[src/rtl/vga_timing_pkg.sv]
// Shared 640x480@60 raster timing constants and the per-axis phase type.
package vga_timing_pkg;

    localparam int unsigned H_VISIBLE = 640;
    localparam int unsigned H_FRONT   = 16;
    localparam int unsigned H_SYNC    = 96;
    localparam int unsigned H_BACK    = 48;
    localparam int unsigned V_VISIBLE = 480;
    localparam int unsigned V_FRONT   = 10;
    localparam int unsigned V_SYNC    = 2;
    localparam int unsigned V_BACK    = 33;

    localparam int unsigned H_TOTAL   = H_VISIBLE + H_FRONT + H_SYNC + H_BACK;
    localparam int unsigned V_TOTAL   = V_VISIBLE + V_FRONT + V_SYNC + V_BACK;

    // Position counters are 10 bits wide, so neither axis may exceed 1024.
    localparam int unsigned POS_W     = 10;
    localparam int unsigned MAX_TOTAL = 1024;

    typedef enum logic [1:0] {
        VISIBLE = 2'd0,
        FRONT   = 2'd1,
        SYNC    = 2'd2,
        BACK    = 2'd3
    } sync_phase_t;

    // Phase order along one axis: VISIBLE -> FRONT -> SYNC -> BACK -> VISIBLE.
    function automatic sync_phase_t next_phase(input sync_phase_t p);
        case (p)
            VISIBLE: next_phase = FRONT;
            FRONT:   next_phase = SYNC;
            SYNC:    next_phase = BACK;
            BACK:    next_phase = VISIBLE;
            default: next_phase = BACK;
        endcase
    endfunction

endpackage

[src/rtl/vga_axis_seq.sv]
// One raster axis: phase FSM with a phase-local down-counter plus an
// absolute position counter. Strobes mark entry into SYNC and into BACK.
module vga_axis_seq
    import vga_timing_pkg::*;
#(
    parameter int unsigned VIS_LEN   = 640,
    parameter int unsigned FRONT_LEN = 16,
    parameter int unsigned SYNC_LEN  = 96,
    parameter int unsigned BACK_LEN  = 48,
    parameter int unsigned POS_W     = 10
) (
    input  logic             clk,
    input  logic             reset_n,
    input  logic             advance,
    output logic [POS_W-1:0] pos,
    output logic             wrap,
    output logic             set_stb,
    output logic             rst_stb,
    output logic             in_sync,
    output logic             in_visible
);

    localparam int unsigned TOTAL = VIS_LEN + FRONT_LEN + SYNC_LEN + BACK_LEN;
    localparam logic [POS_W-1:0] POS_LAST = POS_W'(TOTAL - 1);
    localparam logic [POS_W-1:0] ZERO     = {POS_W{1'b0}};
    localparam logic [POS_W-1:0] ONE      = {{(POS_W-1){1'b0}}, 1'b1};

    // Counter reload value for a phase (its length minus one).
    function automatic logic [POS_W-1:0] len_m1(input sync_phase_t p);
        case (p)
            VISIBLE: len_m1 = POS_W'(VIS_LEN - 1);
            FRONT:   len_m1 = POS_W'(FRONT_LEN - 1);
            SYNC:    len_m1 = POS_W'(SYNC_LEN - 1);
            BACK:    len_m1 = POS_W'(BACK_LEN - 1);
            default: len_m1 = POS_W'(BACK_LEN - 1);
        endcase
    endfunction

    sync_phase_t      phase_r;
    sync_phase_t      phase_next_s;
    logic [POS_W-1:0] cnt_r;
    logic [POS_W-1:0] cnt_next_s;
    logic [POS_W-1:0] pos_r;
    logic [POS_W-1:0] pos_next_s;
    logic             phase_end_s;
    logic             set_stb_r;
    logic             rst_stb_r;

    assign phase_end_s = (cnt_r == ZERO);

    // The axis wraps on the advance that leaves the last BACK position; the
    // next axis chains on this combinationally so both move on the same edge.
    assign wrap = advance && (phase_r == BACK) && phase_end_s;

    // Next-state logic for phase, phase-local counter and position.
    always_comb begin
        phase_next_s = phase_r;
        cnt_next_s   = cnt_r;
        pos_next_s   = pos_r;
        if (advance) begin
            if ((phase_r == BACK) && phase_end_s) begin
                pos_next_s = ZERO;
            end else begin
                pos_next_s = pos_r + ONE;
            end
            if (phase_end_s) begin
                phase_next_s = next_phase(phase_r);
                cnt_next_s   = len_m1(next_phase(phase_r));
            end else begin
                cnt_next_s   = cnt_r - ONE;
            end
        end else begin
            phase_next_s = phase_r;
            cnt_next_s   = cnt_r;
            pos_next_s   = pos_r;
        end
    end

    // State registers; reset parks the axis at its last BACK position so the
    // first advance lands on position 0.
    always_ff @(posedge clk) begin
        if (!reset_n) begin
            phase_r   <= BACK;
            cnt_r     <= ZERO;
            pos_r     <= POS_LAST;
            set_stb_r <= 1'b0;
            rst_stb_r <= 1'b0;
        end else begin
            phase_r   <= phase_next_s;
            cnt_r     <= cnt_next_s;
            pos_r     <= pos_next_s;
            set_stb_r <= advance && (phase_r == FRONT) && phase_end_s;
            rst_stb_r <= advance && (phase_r == SYNC) && phase_end_s;
        end
    end

    assign pos        = pos_r;
    assign set_stb    = set_stb_r;
    assign rst_stb    = rst_stb_r;
    assign in_sync    = (phase_r == SYNC);
    assign in_visible = (phase_r == VISIBLE);

endmodule

[src/rtl/vga_sync_strobe_gen.sv]
// VGA raster generator producing set/clear strobe pairs for external hsync
// and vsync SR latches, plus registered sync levels, coordinates, video_on
// and a frame-start pulse.
module vga_sync_strobe_gen #(
    parameter int unsigned H_VISIBLE = vga_timing_pkg::H_VISIBLE,
    parameter int unsigned H_FRONT   = vga_timing_pkg::H_FRONT,
    parameter int unsigned H_SYNC    = vga_timing_pkg::H_SYNC,
    parameter int unsigned H_BACK    = vga_timing_pkg::H_BACK,
    parameter int unsigned V_VISIBLE = vga_timing_pkg::V_VISIBLE,
    parameter int unsigned V_FRONT   = vga_timing_pkg::V_FRONT,
    parameter int unsigned V_SYNC    = vga_timing_pkg::V_SYNC,
    parameter int unsigned V_BACK    = vga_timing_pkg::V_BACK,
    parameter logic        SYNC_POL  = 1'b0
) (
    input  logic       clk,
    input  logic       reset_n,
    input  logic       enable,
    output logic       hs_set,
    output logic       hs_reset,
    output logic       vs_set,
    output logic       vs_reset,
    output logic       hsync,
    output logic       vsync,
    output logic       video_on,
    output logic [9:0] x,
    output logic [9:0] y,
    output logic       frame_start
);

    import vga_timing_pkg::*;

    localparam int unsigned H_TOT = H_VISIBLE + H_FRONT + H_SYNC + H_BACK;
    localparam int unsigned V_TOT = V_VISIBLE + V_FRONT + V_SYNC + V_BACK;

    generate
        if ((H_TOT > MAX_TOTAL) || (V_TOT > MAX_TOTAL)) begin : g_total_check
            $error("vga_sync_strobe_gen: line or frame total exceeds 1024");
        end
    endgenerate

    logic             h_wrap_s;
    logic             v_wrap_s;
    logic             h_set_s;
    logic             h_rst_s;
    logic             v_set_s;
    logic             v_rst_s;
    logic             h_sync_s;
    logic             v_sync_s;
    logic             h_vis_s;
    logic             v_vis_s;
    logic [POS_W-1:0] h_pos_s;
    logic [POS_W-1:0] v_pos_s;
    logic             rst_hold_r;
    logic             frame_start_r;

    vga_axis_seq #(
        .VIS_LEN   (H_VISIBLE),
        .FRONT_LEN (H_FRONT),
        .SYNC_LEN  (H_SYNC),
        .BACK_LEN  (H_BACK),
        .POS_W     (POS_W)
    ) u_h_axis (
        .clk        (clk),
        .reset_n    (reset_n),
        .advance    (enable),
        .pos        (h_pos_s),
        .wrap       (h_wrap_s),
        .set_stb    (h_set_s),
        .rst_stb    (h_rst_s),
        .in_sync    (h_sync_s),
        .in_visible (h_vis_s)
    );

    // The vertical axis steps once per line, on the edge where x wraps to 0.
    vga_axis_seq #(
        .VIS_LEN   (V_VISIBLE),
        .FRONT_LEN (V_FRONT),
        .SYNC_LEN  (V_SYNC),
        .BACK_LEN  (V_BACK),
        .POS_W     (POS_W)
    ) u_v_axis (
        .clk        (clk),
        .reset_n    (reset_n),
        .advance    (h_wrap_s),
        .pos        (v_pos_s),
        .wrap       (v_wrap_s),
        .set_stb    (v_set_s),
        .rst_stb    (v_rst_s),
        .in_sync    (v_sync_s),
        .in_visible (v_vis_s)
    );

    // Reset hold keeps both latch-clear strobes asserted for every reset edge;
    // frame_start fires when both axes wrap together into (0,0).
    always_ff @(posedge clk) begin
        if (!reset_n) begin
            rst_hold_r    <= 1'b1;
            frame_start_r <= 1'b0;
        end else begin
            rst_hold_r    <= 1'b0;
            frame_start_r <= v_wrap_s;
        end
    end

    assign hs_set      = h_set_s;
    assign hs_reset    = h_rst_s | rst_hold_r;
    assign vs_set      = v_set_s;
    assign vs_reset    = v_rst_s | rst_hold_r;
    assign hsync       = h_sync_s ? SYNC_POL : ~SYNC_POL;
    assign vsync       = v_sync_s ? SYNC_POL : ~SYNC_POL;
    assign video_on    = h_vis_s & v_vis_s;
    assign x           = h_pos_s;
    assign y           = v_pos_s;
    assign frame_start = frame_start_r;

endmodule

[config.mk]
export PLATFORM = sky130hd
export DESIGN_NAME = vga_sync_strobe_gen
export DESIGN_NICKNAME = d
export VERILOG_FILES = /design/src/rtl/vga_timing_pkg.sv /design/src/rtl/vga_axis_seq.sv /design/src/rtl/vga_sync_strobe_gen.sv
export SDC_FILE = /design/constraint.sdc
export NUM_CORES = 1
export LEC_CHECK = 0
export ABC_AREA = 1
export ABC_CLOCK_PERIOD_IN_PS = 2150
export BUFFER_PORTS_ARGS = -buffer_cell sky130_fd_sc_hd__buf_2
export CORE_MARGIN = 2
export CORE_UTILIZATION = 60
export CTS_BUF_LIST = sky130_fd_sc_hd__clkbuf_4 sky130_fd_sc_hd__clkbuf_8
export DETAILED_ROUTE_END_ITERATION = 6
export MAX_ROUTING_LAYER = met4
export PLACE_DENSITY = 0.78
export SLEW_MARGIN = 30
export SYNTH_ARGS = -nofsm -noshare
export SYNTH_HDL_FRONTEND = slang
export SYNTH_SLANG_ARGS = --single-unit
[constraint.sdc]
create_clock -name clk -period 2.15 [get_ports clk]
set_input_delay 0.3225 -clock clk [delete_from_list [all_inputs] [get_ports clk]]
set_output_delay 0.3225 -clock clk [all_outputs]
set_load 0.02 [all_outputs]
==> results_dict.tcl <==
set metrics [dict create \
    synthCells 399 \
    die_y_um 72.4 \
    setup_viol 0 \
    post_cts_buffers 0 \
    drc 0 \
    rsz0062_at_grt "false" \
    avgRoutedWirePerCell_um 12.7 \
    vias 2631 \
    critical_path_class "register to register" \
    post_dp_cell_area_mm2 0.00299 \
    p_leak_nw 1.50 \
    crit_fanout 13 \
    rrSetupSlack_ps 320 \
    crit_arrival_ps 2060 \
    dp.cells 476 \
    cp_common_cell "nor2_4" \
    critical_path.slowest_cell "dfxtp_1" \
    ctsLongestPathBuffers 2 \
    final-max-slew-violation-count 0 \
    ir_drop_v 0.000859 \
    root_buffer "clkbuf_8" \
    holdBufCountCts 0 \
    fmax_mhz 546 \
    synthFlopType "dfxtp_1" \
    cpPeakStageDelay_ps 330 \
    grt_pass1_wl_mm 10.5 \
    yosys-top-cells-count "nand2_1 (109), dfxtp_1 (50), inv_1 (42)" \
    cap_violations 0 \
    power_density_mw_per_mm2 1090 \
    r2r-start "u_h_axis.cnt_r[0]$_SDFFE_PN0P_" \
    coreArea_mm2 0.00444 \
    synth-seq-area-share_pct 35.7 \
    post_cts_resized 0 \
    crit_buf_inv 1 \
    synth_seq_cells 50 \
    cts_tree "yes" \
    wirelength_mm 6.13 \
    synthTopCellsByArea "dfxtp_1 (36%), nand2_1 (15%), ha_1 (6.7%)" \
    hpwl_mm 4.46 \
    hold_path_class "input pin to register" \
    syn_area_mm2 0.00281 \
    numCtsBuffers 5 \
    hold_end "u_h_axis.pos[0]$_SDFFE_PN1P_" \
    layout.cells.non_filler 484 \
    fin_crit_sh_pct 85.2 \
    diodes 0 \
    drive_above_1_share_pct 13.7 \
    die-area_mm2 0.00524 \
    clock_skew_ps 8.55 \
    async_reset_ff_share_pct 0 \
    grt_overflow 0 \
    worstHoldStart "enable" \
    setup-tns-final_ps 0 \
    rr_endpoint "frame_start$_SDFF_PN0_" \
    drt_first_pass_iters 5 \
    final_antenna_net_count 0 \
    synth.avg_cell_area_um2 7.03 \
    worst_ep_required_time_ps 2380 \
    drtIter0Drc 149 \
    die_w_um 72.4 \
    reg2reg_depth 8 \
    outcome "complete, no violations" \
    worstPathCellList "inv_1, ha_1, nand2_2, nor2_4, nand3_4, nor2_4, nand2_1, nor3b_2" \
    grt_pass1_vias 2366 \
    cts.htree.levels 2 \
    hold_ws_ps 414 \
    grt_max_degree 29 \
    netlist.area_leader.share_pct 35.7 \
    hold-path-cell-count 3 \
    yosys_warnings 0 \
    grt_use_total_pct 25.5 \
    design_area_mm2 0.00311 \
    cts_num_sinks 50 \
    synth_cell_type_count 34 \
    ios 31 \
    clk_pin_slew_ps 90 \
    critPathTopFamily "simple AND/OR/NAND/NOR gates" \
    slew_headroom_pct 63.0 \
    finalPower_mw 3.39 \
    vias_per_cell 5.44 \
    nets 449 \
    rows 24 \
    layout_min_cycle_time_ps 1830 \
    worstMarginPinSlew_ps 555 \
    io_buffers 30 \
    synth_most_common_cell "nand2_1" \
    yosysTopAreaCell "dfxtp_1" \
    antenna_found_initial 0 \
    synth_edf_count 0 \
    endpoint_kind "register" \
    gp_congestion 0.886 \
    syn_nets 417 \
    final_hold_viol_count 0 \
    startpoint_type "register" \
    start_util_pct 63.1 \
    area_growth_pct 10.7 \
    clkLatencyLatePin_ps 300 \
]
-- state kept, by name, summed over array words and instances, names as in the netlist --
name / flops
u_v_axis.phase_r: 2
u_v_axis.pos: 10
u_v_axis.rst_stb: 1
u_v_axis.set_stb: 1
u_h_axis.set_stb: 1
frame_start: 1
u_h_axis.cnt_r: 10
u_h_axis.rst_stb: 1
u_h_axis.pos: 10
u_h_axis.phase_r: 2
rst_hold_r: 1
u_v_axis.cnt_r: 10
-- final cells by class --
cell class	instances	area, um^2
Multi-Input combinational cell	296	1580
Fill cell	409	1340
Sequential cell	50	1000
Timing Repair Buffer	34	180
Inverter	44	165
Clock buffer	7	83.8
Tap cell	52	65.1
Clock inverter	1	30.0
-- logic make-up (layout without fill, tap and decap cells) --
kind of cell / Yosys count / after routing / synth area share [%]
AO/OA/AOI/OAI: 50 / 50 / 9.54
XOR/XNOR: 18 / 18 / 5.62
adder cells (fa/ha/maj): 15 / 15 / 6.69
buffers and inverters: 53 / 86 / 8.02
flip-flops: 50 / 50 / 35.7
AND/OR/NAND/NOR: 213 / 213 / 34.5
-- worst reg2reg max path, cell delays in order (launching register included) --
cell and delay [ps]:
dfxtp_1 330, inv_1 70, ha_1 200, nand2_2 100, nor2_4 230, nand3_4 180
nor2_4 290, nand2_1 180, nor3b_2 180
-- power by group --
group          switching, mW  internal [mW]  leakage (nW)  total [mW]
clock network          0.312          0.374        0.0593       0.686
registers              0.135           1.05         0.408        1.19
logic                   1.00          0.519          1.03        1.52
-- cell usage in the layout, fill, tap and decap left out, types with 4 or more instances in the layout --
cell,count
ha_1,15
buf_4,4
nor3_1,12
xnor2_1,5
xor2_1,13
clkbuf_8,5
o211ai_1,4
o21ai_0,16
nand3_1,33
a21oi_1,27
nand2_1,109
buf_2,30
nor2_1,37
inv_1,42
dfxtp_1,50
-- metrics by stage --
| step | util [%] | setup slack [ps] |
|---|---|---|
| final | 69.9 | 317 |
| after global routing | 69.9 | 121 |
| after CTS | 69.9 | 317 |
| after detailed placement | 67.3 | 334 |
| after global placement | 67.3 | 414 |
| after floorplan | - | 624 |
-- routing by layer --
| metal | part of all wire, % | vias up | wire length, um | GRT usage [%] |
|---|---|---|---|---|
| li1 | - | 1336 | - | - |
| met1 | 47 | 1212 | 2890 | 34.1 |
| met2 | 47 | 76 | 2880 | 40.8 |
| met3 | 5.3 | 7 | 328 | 4.72 |
| met4 | 0.68 | 0 | 42 | 5.14 |
| met5 | 0 | - | 0 | - |
-- how the worst max path moves through the flow --
stage                                        start                              to  slack (ps)  depth (start not counted)
detailed placement  u_h_axis.cnt_r[0]$_SDFFE_PN0P_          frame_start$_SDFF_PN0_         330                          8
floorplan           u_v_axis.cnt_r[0]$_SDFFE_PN0N_    u_v_axis.pos[1]$_SDFFE_PN0N_         620                          8
global placement    u_h_axis.cnt_r[0]$_SDFFE_PN0P_  u_v_axis.cnt_r[7]$_SDFFE_PN0N_         410                          9
CTS                 u_h_axis.cnt_r[0]$_SDFFE_PN0P_          frame_start$_SDFF_PN0_         320                          8
finish              u_h_axis.cnt_r[0]$_SDFFE_PN0P_          frame_start$_SDFF_PN0_         320                          8
global route        u_h_axis.cnt_r[0]$_SDFFE_PN0P_          frame_start$_SDFF_PN0_         120                          8
(Power assumes the default switching activity.)
